### src/rtl/uart_bus_bridge_pkg.sv
// Shared definitions for the UART-to-peripheral-bus bridge: command opcodes,
// FSM state encoding, the peripheral register map and a byte-shift helper.
package uart_bus_bridge_pkg;

    // Command opcodes as received from the host
    localparam logic [7:0] OP_WRITE = 8'h57;  // 'W'
    localparam logic [7:0] OP_READ  = 8'h52;  // 'R'

    // Bridge FSM states
    typedef enum logic [2:0] {
        ST_IDLE   = 3'd0,
        ST_ADDR   = 3'd1,
        ST_DATA   = 3'd2,
        ST_BUS_WR = 3'd3,
        ST_BUS_RD = 3'd4,
        ST_RESP   = 3'd5
    } bridge_state_t;

    // Peripheral register map reachable through the bridge
    localparam logic [31:0] ADDR_TIMER_CTRL  = 32'h4000_0000;
    localparam logic [31:0] ADDR_TIMER_COUNT = 32'h4000_0004;
    localparam logic [31:0] ADDR_TIMER_CMP   = 32'h4000_0008;
    localparam logic [31:0] ADDR_LED         = 32'h4000_000C;
    localparam logic [31:0] ADDR_DIGIT_LO    = 32'h4000_0010;
    localparam logic [31:0] ADDR_DIGIT_HI    = 32'h4000_0014;
    localparam logic [31:0] ADDR_UART_DATA   = 32'h4000_0018;
    localparam logic [31:0] ADDR_UART_STATUS = 32'h4000_001C;
    localparam logic [31:0] ADDR_UART_CTRL   = 32'h4000_0020;

    // Big-endian field assembly: shift the word up one byte and append b
    function automatic logic [31:0] shift_in_byte(input logic [31:0] word,
                                                  input logic [7:0]  b);
        return {word[23:0], b};
    endfunction

endpackage

### src/rtl/uart_bus_bridge_resp_shifter.sv
// Response register for the bridge: holds up to four bytes, presents them
// MSB first on a valid/ready output stage, and reports the final handshake.
module uart_bus_bridge_resp_shifter (
    input  logic        i_clk,
    input  logic        i_rst,
    input  logic        i_load_word,
    input  logic [31:0] i_word,
    input  logic        i_load_byte,
    input  logic [7:0]  i_byte,
    input  logic        i_tx_ready,
    output logic [7:0]  o_tx_byte,
    output logic        o_tx_valid,
    output logic        o_last_done
);

    // Slot 0 is the byte currently offered; higher slots follow it
    logic [3:0][7:0] r_slots;
    logic [3:0][7:0] w_slots_next;
    logic [2:0]      r_count;
    logic            w_advance;

    assign o_tx_valid  = (r_count != 3'd0);
    assign w_advance   = o_tx_valid && i_tx_ready;
    assign o_last_done = w_advance && (r_count == 3'd1);
    assign o_tx_byte   = r_slots[0];

    genvar gi;
    generate
        for (gi = 0; gi < 4; gi++) begin : g_slot
            logic [7:0] w_follow;
            logic [7:0] w_single;

            // Each slot takes its successor on a handshake; the tail refills with zero
            if (gi == 3) begin : g_tail
                assign w_follow = 8'h00;
            end else begin : g_body
                assign w_follow = r_slots[gi+1];
            end

            // A single-byte response sits in the head slot only
            if (gi == 0) begin : g_head
                assign w_single = i_byte;
            end else begin : g_rest
                assign w_single = 8'h00;
            end

            assign w_slots_next[gi] = i_load_word ? i_word[31-8*gi -: 8] :
                                      i_load_byte ? w_single :
                                      w_advance   ? w_follow :
                                                    r_slots[gi];
        end
    endgenerate

    // Byte storage register
    always_ff @(posedge i_clk or posedge i_rst) begin
        if (i_rst) begin
            r_slots <= '0;
        end else begin
            r_slots <= w_slots_next;
        end
    end

    // Remaining byte count: loads set it, each accepted byte decrements it
    always_ff @(posedge i_clk or posedge i_rst) begin
        if (i_rst) begin
            r_count <= 3'd0;
        end else if (i_load_word) begin
            r_count <= 3'd4;
        end else if (i_load_byte) begin
            r_count <= 3'd1;
        end else if (w_advance) begin
            r_count <= r_count - 3'd1;
        end
    end

endmodule

### src/rtl/uart_bus_bridge.sv
// UART command bridge: parses 'W'/'R' commands from a received byte stream,
// performs the matching peripheral bus access and returns a response.
module uart_bus_bridge
    import uart_bus_bridge_pkg::*;
#(
    parameter int unsigned WR_HOLD  = 4,
    parameter int unsigned TIMEOUT  = 50000000,
    parameter logic [7:0]  ACK_BYTE = 8'h4B,
    parameter logic [7:0]  ERR_BYTE = 8'h3F
) (
    input  logic        sysclk,
    input  logic        reset,
    input  logic [7:0]  rx_byte,
    input  logic        rx_valid,
    output logic [7:0]  tx_byte,
    output logic        tx_valid,
    input  logic        tx_ready,
    output logic        rd,
    output logic        wr,
    output logic [31:0] addr,
    output logic [31:0] wdata,
    input  logic [31:0] rdata,
    output logic        busy,
    output logic        overrun
);

    localparam int unsigned GAP_W  = (TIMEOUT > 1) ? $clog2(TIMEOUT) : 1;
    localparam int unsigned HOLD_W = (WR_HOLD > 1) ? $clog2(WR_HOLD) : 1;
    localparam logic [GAP_W-1:0]  GAP_LAST  = GAP_W'(TIMEOUT - 1);
    localparam logic [HOLD_W-1:0] HOLD_LAST = HOLD_W'(WR_HOLD - 1);

    bridge_state_t     r_state;
    bridge_state_t     w_state_next;

    logic [31:0]       r_addr;
    logic [31:0]       r_wdata;
    logic              r_is_write;
    logic [1:0]        r_byte_cnt;
    logic [GAP_W-1:0]  r_gap_cnt;
    logic [HOLD_W-1:0] r_hold_cnt;
    logic              r_overrun;
    logic              r_rd;
    logic              r_wr;

    logic              w_latch_op;
    logic              w_addr_shift;
    logic              w_data_shift;
    logic              w_discard;
    logic              w_cnt_clr;
    logic              w_cnt_inc;
    logic              w_gap_clr;
    logic              w_gap_inc;
    logic              w_hold_clr;
    logic              w_hold_inc;
    logic              w_load_word;
    logic              w_load_byte;
    logic [7:0]        w_resp_byte;
    logic              w_set_overrun;
    logic              w_resp_done;

    assign addr    = r_addr;
    assign wdata   = r_wdata;
    assign rd      = r_rd;
    assign wr      = r_wr;
    assign overrun = r_overrun;
    assign busy    = (r_state != ST_IDLE);

    // FSM state register
    always_ff @(posedge sysclk or posedge reset) begin
        if (reset) begin
            r_state <= ST_IDLE;
        end else begin
            r_state <= w_state_next;
        end
    end

    // Next-state and datapath control decode
    always_comb begin
        w_state_next  = r_state;
        w_latch_op    = 1'b0;
        w_addr_shift  = 1'b0;
        w_data_shift  = 1'b0;
        w_discard     = 1'b0;
        w_cnt_clr     = 1'b0;
        w_cnt_inc     = 1'b0;
        w_gap_clr     = 1'b0;
        w_gap_inc     = 1'b0;
        w_hold_clr    = 1'b0;
        w_hold_inc    = 1'b0;
        w_load_word   = 1'b0;
        w_load_byte   = 1'b0;
        w_resp_byte   = ACK_BYTE;
        w_set_overrun = 1'b0;

        case (r_state)
            ST_IDLE: begin
                w_cnt_clr  = 1'b1;
                w_gap_clr  = 1'b1;
                w_hold_clr = 1'b1;
                if (rx_valid) begin
                    if ((rx_byte == OP_WRITE) || (rx_byte == OP_READ)) begin
                        w_latch_op   = 1'b1;
                        w_state_next = ST_ADDR;
                    end else begin
                        w_load_byte  = 1'b1;
                        w_resp_byte  = ERR_BYTE;
                        w_state_next = ST_RESP;
                    end
                end
            end

            ST_ADDR: begin
                if (rx_valid) begin
                    w_addr_shift = 1'b1;
                    w_gap_clr    = 1'b1;
                    if (r_byte_cnt == 2'd3) begin
                        w_cnt_clr    = 1'b1;
                        w_state_next = r_is_write ? ST_DATA : ST_BUS_RD;
                    end else begin
                        w_cnt_inc = 1'b1;
                    end
                end else if (r_gap_cnt == GAP_LAST) begin
                    w_discard    = 1'b1;
                    w_state_next = ST_IDLE;
                end else begin
                    w_gap_inc = 1'b1;
                end
            end

            ST_DATA: begin
                if (rx_valid) begin
                    w_data_shift = 1'b1;
                    w_gap_clr    = 1'b1;
                    if (r_byte_cnt == 2'd3) begin
                        w_cnt_clr    = 1'b1;
                        w_state_next = ST_BUS_WR;
                    end else begin
                        w_cnt_inc = 1'b1;
                    end
                end else if (r_gap_cnt == GAP_LAST) begin
                    w_discard    = 1'b1;
                    w_state_next = ST_IDLE;
                end else begin
                    w_gap_inc = 1'b1;
                end
            end

            ST_BUS_WR: begin
                w_set_overrun = rx_valid;
                if (r_hold_cnt == HOLD_LAST) begin
                    w_hold_clr   = 1'b1;
                    w_load_byte  = 1'b1;
                    w_resp_byte  = ACK_BYTE;
                    w_state_next = ST_RESP;
                end else begin
                    w_hold_inc = 1'b1;
                end
            end

            ST_BUS_RD: begin
                // rdata is valid this cycle; the shifter captures it at the edge
                w_set_overrun = rx_valid;
                w_load_word   = 1'b1;
                w_state_next  = ST_RESP;
            end

            ST_RESP: begin
                w_set_overrun = rx_valid;
                if (w_resp_done) begin
                    w_state_next = ST_IDLE;
                end
            end

            default: begin
                w_state_next = ST_IDLE;
            end
        endcase
    end

    // Opcode latch and big-endian address/data assembly
    always_ff @(posedge sysclk or posedge reset) begin
        if (reset) begin
            r_is_write <= 1'b0;
            r_addr     <= 32'h0;
            r_wdata    <= 32'h0;
        end else begin
            if (w_latch_op) begin
                r_is_write <= (rx_byte == OP_WRITE);
            end
            if (w_discard) begin
                r_addr  <= 32'h0;
                r_wdata <= 32'h0;
            end else begin
                if (w_addr_shift) begin
                    r_addr <= shift_in_byte(r_addr, rx_byte);
                end
                if (w_data_shift) begin
                    r_wdata <= shift_in_byte(r_wdata, rx_byte);
                end
            end
        end
    end

    // Field byte counter, inter-byte gap counter and write hold counter
    always_ff @(posedge sysclk or posedge reset) begin
        if (reset) begin
            r_byte_cnt <= 2'd0;
            r_gap_cnt  <= '0;
            r_hold_cnt <= '0;
        end else begin
            if (w_cnt_clr) begin
                r_byte_cnt <= 2'd0;
            end else if (w_cnt_inc) begin
                r_byte_cnt <= r_byte_cnt + 2'd1;
            end
            if (w_gap_clr) begin
                r_gap_cnt <= '0;
            end else if (w_gap_inc) begin
                r_gap_cnt <= r_gap_cnt + 1'b1;
            end
            if (w_hold_clr) begin
                r_hold_cnt <= '0;
            end else if (w_hold_inc) begin
                r_hold_cnt <= r_hold_cnt + 1'b1;
            end
        end
    end

    // Registered bus strobes, asserted exactly while in the bus states
    always_ff @(posedge sysclk or posedge reset) begin
        if (reset) begin
            r_rd <= 1'b0;
            r_wr <= 1'b0;
        end else begin
            r_rd <= (w_state_next == ST_BUS_RD);
            r_wr <= (w_state_next == ST_BUS_WR);
        end
    end

    // Sticky flag for bytes that arrive while the bridge cannot take them
    always_ff @(posedge sysclk or posedge reset) begin
        if (reset) begin
            r_overrun <= 1'b0;
        end else if (w_set_overrun) begin
            r_overrun <= 1'b1;
        end
    end

    uart_bus_bridge_resp_shifter u_resp_shifter (
        .i_clk       (sysclk),
        .i_rst       (reset),
        .i_load_word (w_load_word),
        .i_word      (rdata),
        .i_load_byte (w_load_byte),
        .i_byte      (w_resp_byte),
        .i_tx_ready  (tx_ready),
        .o_tx_byte   (tx_byte),
        .o_tx_valid  (tx_valid),
        .o_last_done (w_resp_done)
    );

endmodule

### config.mk
export PLATFORM = sky130hd
export DESIGN_NAME = uart_bus_bridge
export DESIGN_NICKNAME = d
export VERILOG_FILES = /design/src/rtl/uart_bus_bridge_pkg.sv /design/src/rtl/uart_bus_bridge_resp_shifter.sv /design/src/rtl/uart_bus_bridge.sv
export SDC_FILE = /design/constraint.sdc
export NUM_CORES = 1
export LEC_CHECK = 0
export CAP_MARGIN = 30
export CORE_MARGIN = 2
export CORE_UTILIZATION = 30
export DETAILED_ROUTE_END_ITERATION = 8
export PLACE_DENSITY = 0.6
export SYNTH_ARGS = -nofsm -noshare
export SYNTH_HDL_FRONTEND = slang
export SYNTH_HIERARCHICAL = 1
export SYNTH_SLANG_ARGS = --single-unit
### constraint.sdc
create_clock -name sysclk -period 3.2 [get_ports sysclk]
set_clock_uncertainty 0.2 [all_clocks]
set_input_delay 0.64 -clock sysclk [delete_from_list [all_inputs] [get_ports sysclk]]
set_output_delay 0.64 -clock sysclk [all_outputs]
set_load 0.05 [all_outputs]
==> results.sh <==
export IMPL_clockBufferDepth=2
export IMPL_n_antenna_cell=0
export IMPL_max_freq_mhz=348
export IMPL_rows=54
export IMPL_min_period_ns=2.87
export IMPL_fin_crit_sh_pct=89.7
export IMPL_drv_cap=0
export IMPL_ctsHoldBuffers=0
export IMPL_clk_latency_ns=0.42
export IMPL_yosys_warnings=6
export IMPL_fin_tns_setup_ns=0
export IMPL_grt_ovfl_total=0
export IMPL_cts_htree_levels=4
export IMPL_synth_area_um2=6580
export IMPL_cts_resized_gates=0
export IMPL_mostFrequentLayoutCells="nand2_1, dfrtp_1, clkdlybuf4s50_1"
export IMPL_ys_top_cells_by_area="dfrtp_1, nand2_1, a21oi_1"
export IMPL_finalHoldViolations=0
export IMPL_antenna_found_initial=0
export IMPL_hold_path_class="reg2reg"
export IMPL_drive_above_1_share_pct=11.0
export IMPL_ys_flop_type="dfrtp_1"
export IMPL_slew_headroom_pct=51.4
export IMPL_p_seq_share_pct=30.9
export IMPL_dp_hpwl_um=11200
export IMPL_die_x_um=152
export IMPL_via_per_inst=4.88
export IMPL_p_leak_nw=3.78
export IMPL_grt_max_degree=65
export IMPL_crit_fanout=3
export IMPL_vias=5452
export IMPL_ir_drop_mv=0.560
export IMPL_power_density_nw_per_um2=985
export IMPL_cts_tree="done"
export IMPL_dr_pass1_iters=4
export IMPL_power_switching_mw=3.84
export IMPL_nNetsFinal=875
export IMPL_synth_async_reset_ratio_pct=100
export IMPL_rsz0062_at_grt="no"
export IMPL_syn_inst=704
export IMPL_drtAntennaViolNets=0
export IMPL_crit_type="reg2out"
export IMPL_synth_edf_count=0
export IMPL_finalNonFillerCells=1118
export IMPL_synth_seq_cells=136
export IMPL_syn_avg_cell_area_um2=9.34
export IMPL_place_congestion=0.738
export IMPL_drt_total_wl_um=17200
export IMPL_post_route_drc_count=0
export IMPL_core_area_um2=21700
export IMPL_post_synth_top_area_fraction_pct=51.7
export IMPL_drv_slew=0
export IMPL_grt_pass1_vias=5381
export IMPL_wl_per_cell_um=15.3
export IMPL_p_comb_share_pct=46.3
export IMPL_cp_start_kind="flop"
export IMPL_cp_data_arrival_time_ns=2.03
export IMPL_grt_util_all_layers_pct=15.0
export IMPL_initial_core_util_pct=30.3
export IMPL_placedCellCount=1086
export IMPL_p_sw_share_pct=44.5
export IMPL_clk_pin_slew_ns=0.07
export IMPL_die_h_um=152
export IMPL_synthToLayoutAreaGrowth_pct=33.2
export IMPL_grt_pass1_wl_um=28500
export IMPL_crit_required_ns=2.36
export IMPL_setup_viol=0
export IMPL_cts_sinks=136
export IMPL_run_status="finished, final reports clean"
export IMPL_drtIter0Drc=275
export IMPL_port_buffers=120
export IMPL_cts_buffers=17
export IMPL_seq_area_frac_synth_pct=51.7
export IMPL_synth_distinct_cells=61
export IMPL_root_buffer="clkbuf_16"
export IMPL_ios=121
export IMPL_synth_top_area_cell="dfrtp_1"
export IMPL_final_common_cell="nand2_1"
export IMPL_nFillCells=2153
export IMPL_critPathCaptureType="output port"
export IMPL_post_cts_buffers=0
export IMPL_worst_pin_slew_ns=0.728
export IMPL_die_area_um2=23100
export IMPL_power_internal_mw=4.79
export IMPL_power_frac_clock_pct=22.8
==> per-stage QoR <==
step	instance area (um^2)	hold WS [ns]	utilization, %	setup slack, ns	total power [mW]
floorplan	6590	0.258	-	0.766	5.36
global placement	8170	0.275	37.7	0.121	6.68
detailed placement	8170	0.284	37.7	0.0865	6.71
CTS	8760	0.301	40.4	0.298	8.73
global route	8760	0.330	40.4	0.245	9.12
finish	8760	0.296	40.4	0.328	8.63
==> layout make-up <==
cell class	count	area [um^2]	area share (%)
inverter	17	67.6	0.771
tap	280	350	4.00
clock buffer	18	439	5.01
clock inverter	14	153	1.74
multi-input combinational	502	2870	32.7
timing repair buffer	151	1480	16.9
sequential	136	3400	38.8
==> Yosys cell counts (all sizes together) (2+ instances only) <==
| cell type | n |
|---|---|
| nor3 | 7 |
| a211o | 9 |
| nor3b | 8 |
| o211ai | 18 |
| nor4 | 3 |
| clkbuf | 28 |
| nand2 | 180 |
| a21oi | 67 |
| inv | 17 |
| mux2i | 2 |
| o21a | 2 |
| a211oi | 3 |
| and4 | 2 |
| nand4bb | 2 |
| or4 | 5 |
| o22ai | 3 |
| nor4b | 3 |
| o31ai | 4 |
| o2111ai | 2 |
| nand3 | 25 |
| or3 | 3 |
| and3 | 7 |
| nor2b | 7 |
| and2 | 2 |
| a22o | 8 |
| nor2 | 29 |
| ha | 6 |
| conb | 2 |
| a21o | 3 |
| nand2b | 5 |
| a22oi | 8 |
| or2 | 2 |
| buf | 23 |
| nor4bb | 3 |
| dfrtp | 136 |
| xor2 | 15 |
| o21ai | 17 |
| nand4 | 30 |
==> path summary, 6_finish.rpt <==
path / start / end / slack (ns) / depth (start not counted)
setup / recovery: u_resp_shifter/r_count[0]$_DFFE_PP0P_ / tx_valid / 0.33 / 4
hold / removal: u_resp_shifter/g_slot[2].w_follow[0]$_DFFE_PP0P_ / u_resp_shifter/g_slot[2].w_follow[0]$_DFFE_PP0P_ / 0.30 / 1
setup reg to reg: r_state[2]$_DFF_PP0_ / u_resp_shifter/o_tx_byte[5]$_DFFE_PP0P_ / 0.62 / 7
hold reg to reg: u_resp_shifter/g_slot[2].w_follow[0]$_DFFE_PP0P_ / u_resp_shifter/g_slot[2].w_follow[0]$_DFFE_PP0P_ / 0.30 / 1
max in group asynchronous: reset / r_gap_cnt[12]$_DFFE_PP0P_ / 1.57 / 3
min in group asynchronous: reset / addr[7]$_DFFE_PP0P_ / 0.49 / 2
==> sequential cells by signal, summed over array words and instances, names as in the netlist <==
register / cells
u_resp_shifter/o_tx_byte: 8
wr: 1
r_state: 3
r_is_write: 1
addr: 32
r_byte_cnt: 2
rd: 1
r_gap_cnt: 26
overrun: 1
wdata: 32
u_resp_shifter/r_count: 3
u_resp_shifter/g_slot.w_follow: 24
r_hold_cnt: 2
==> power groups by stage <==
stage / Combinational (mW) / Sequential [mW] / Clock [mW]
6_report: 3.99 / 2.67 / 1.97
2_1_floorplan: 1.40 / 3.96 / 0
4_1_cts: 4.02 / 2.68 / 2.03
3_5_place_dp: 4.01 / 2.70 / 0
3_3_place_gp: 3.99 / 2.70 / 0
5_1_grt: 4.28 / 2.75 / 2.09
==> cells by family after synthesis <==
| family | share of synthesized area [%] |
|---|---|
| adders and majority gates | 1.14 |
| xor gates and xnor gates | 2.13 |
| muxes | 0.304 |
| other | 0.114 |
| DFF | 51.7 |
| and+or+nand+nor | 23.8 |
| AOI/OAI and AO/OA | 15.5 |
| buffers and inverters | 5.25 |
==> worst max-delay path, cell delays in order (launching register included) <==
cell and delay, ns:
dfrtp_1 0.38, inv_1 0.09, ha_1 0.25, nand2b_4 0.09
clkdlybuf4s50_1 0.80
==> metal layers <==
metal / share of wire (%) / global-route usage (%)
met4: 0.95 / 4.01
met3: 5.1 / 4.31
met2: 46 / 23.3
met1: 47 / 20.5
met5: 0 / 0
Power figures use the tool's default switching activity.
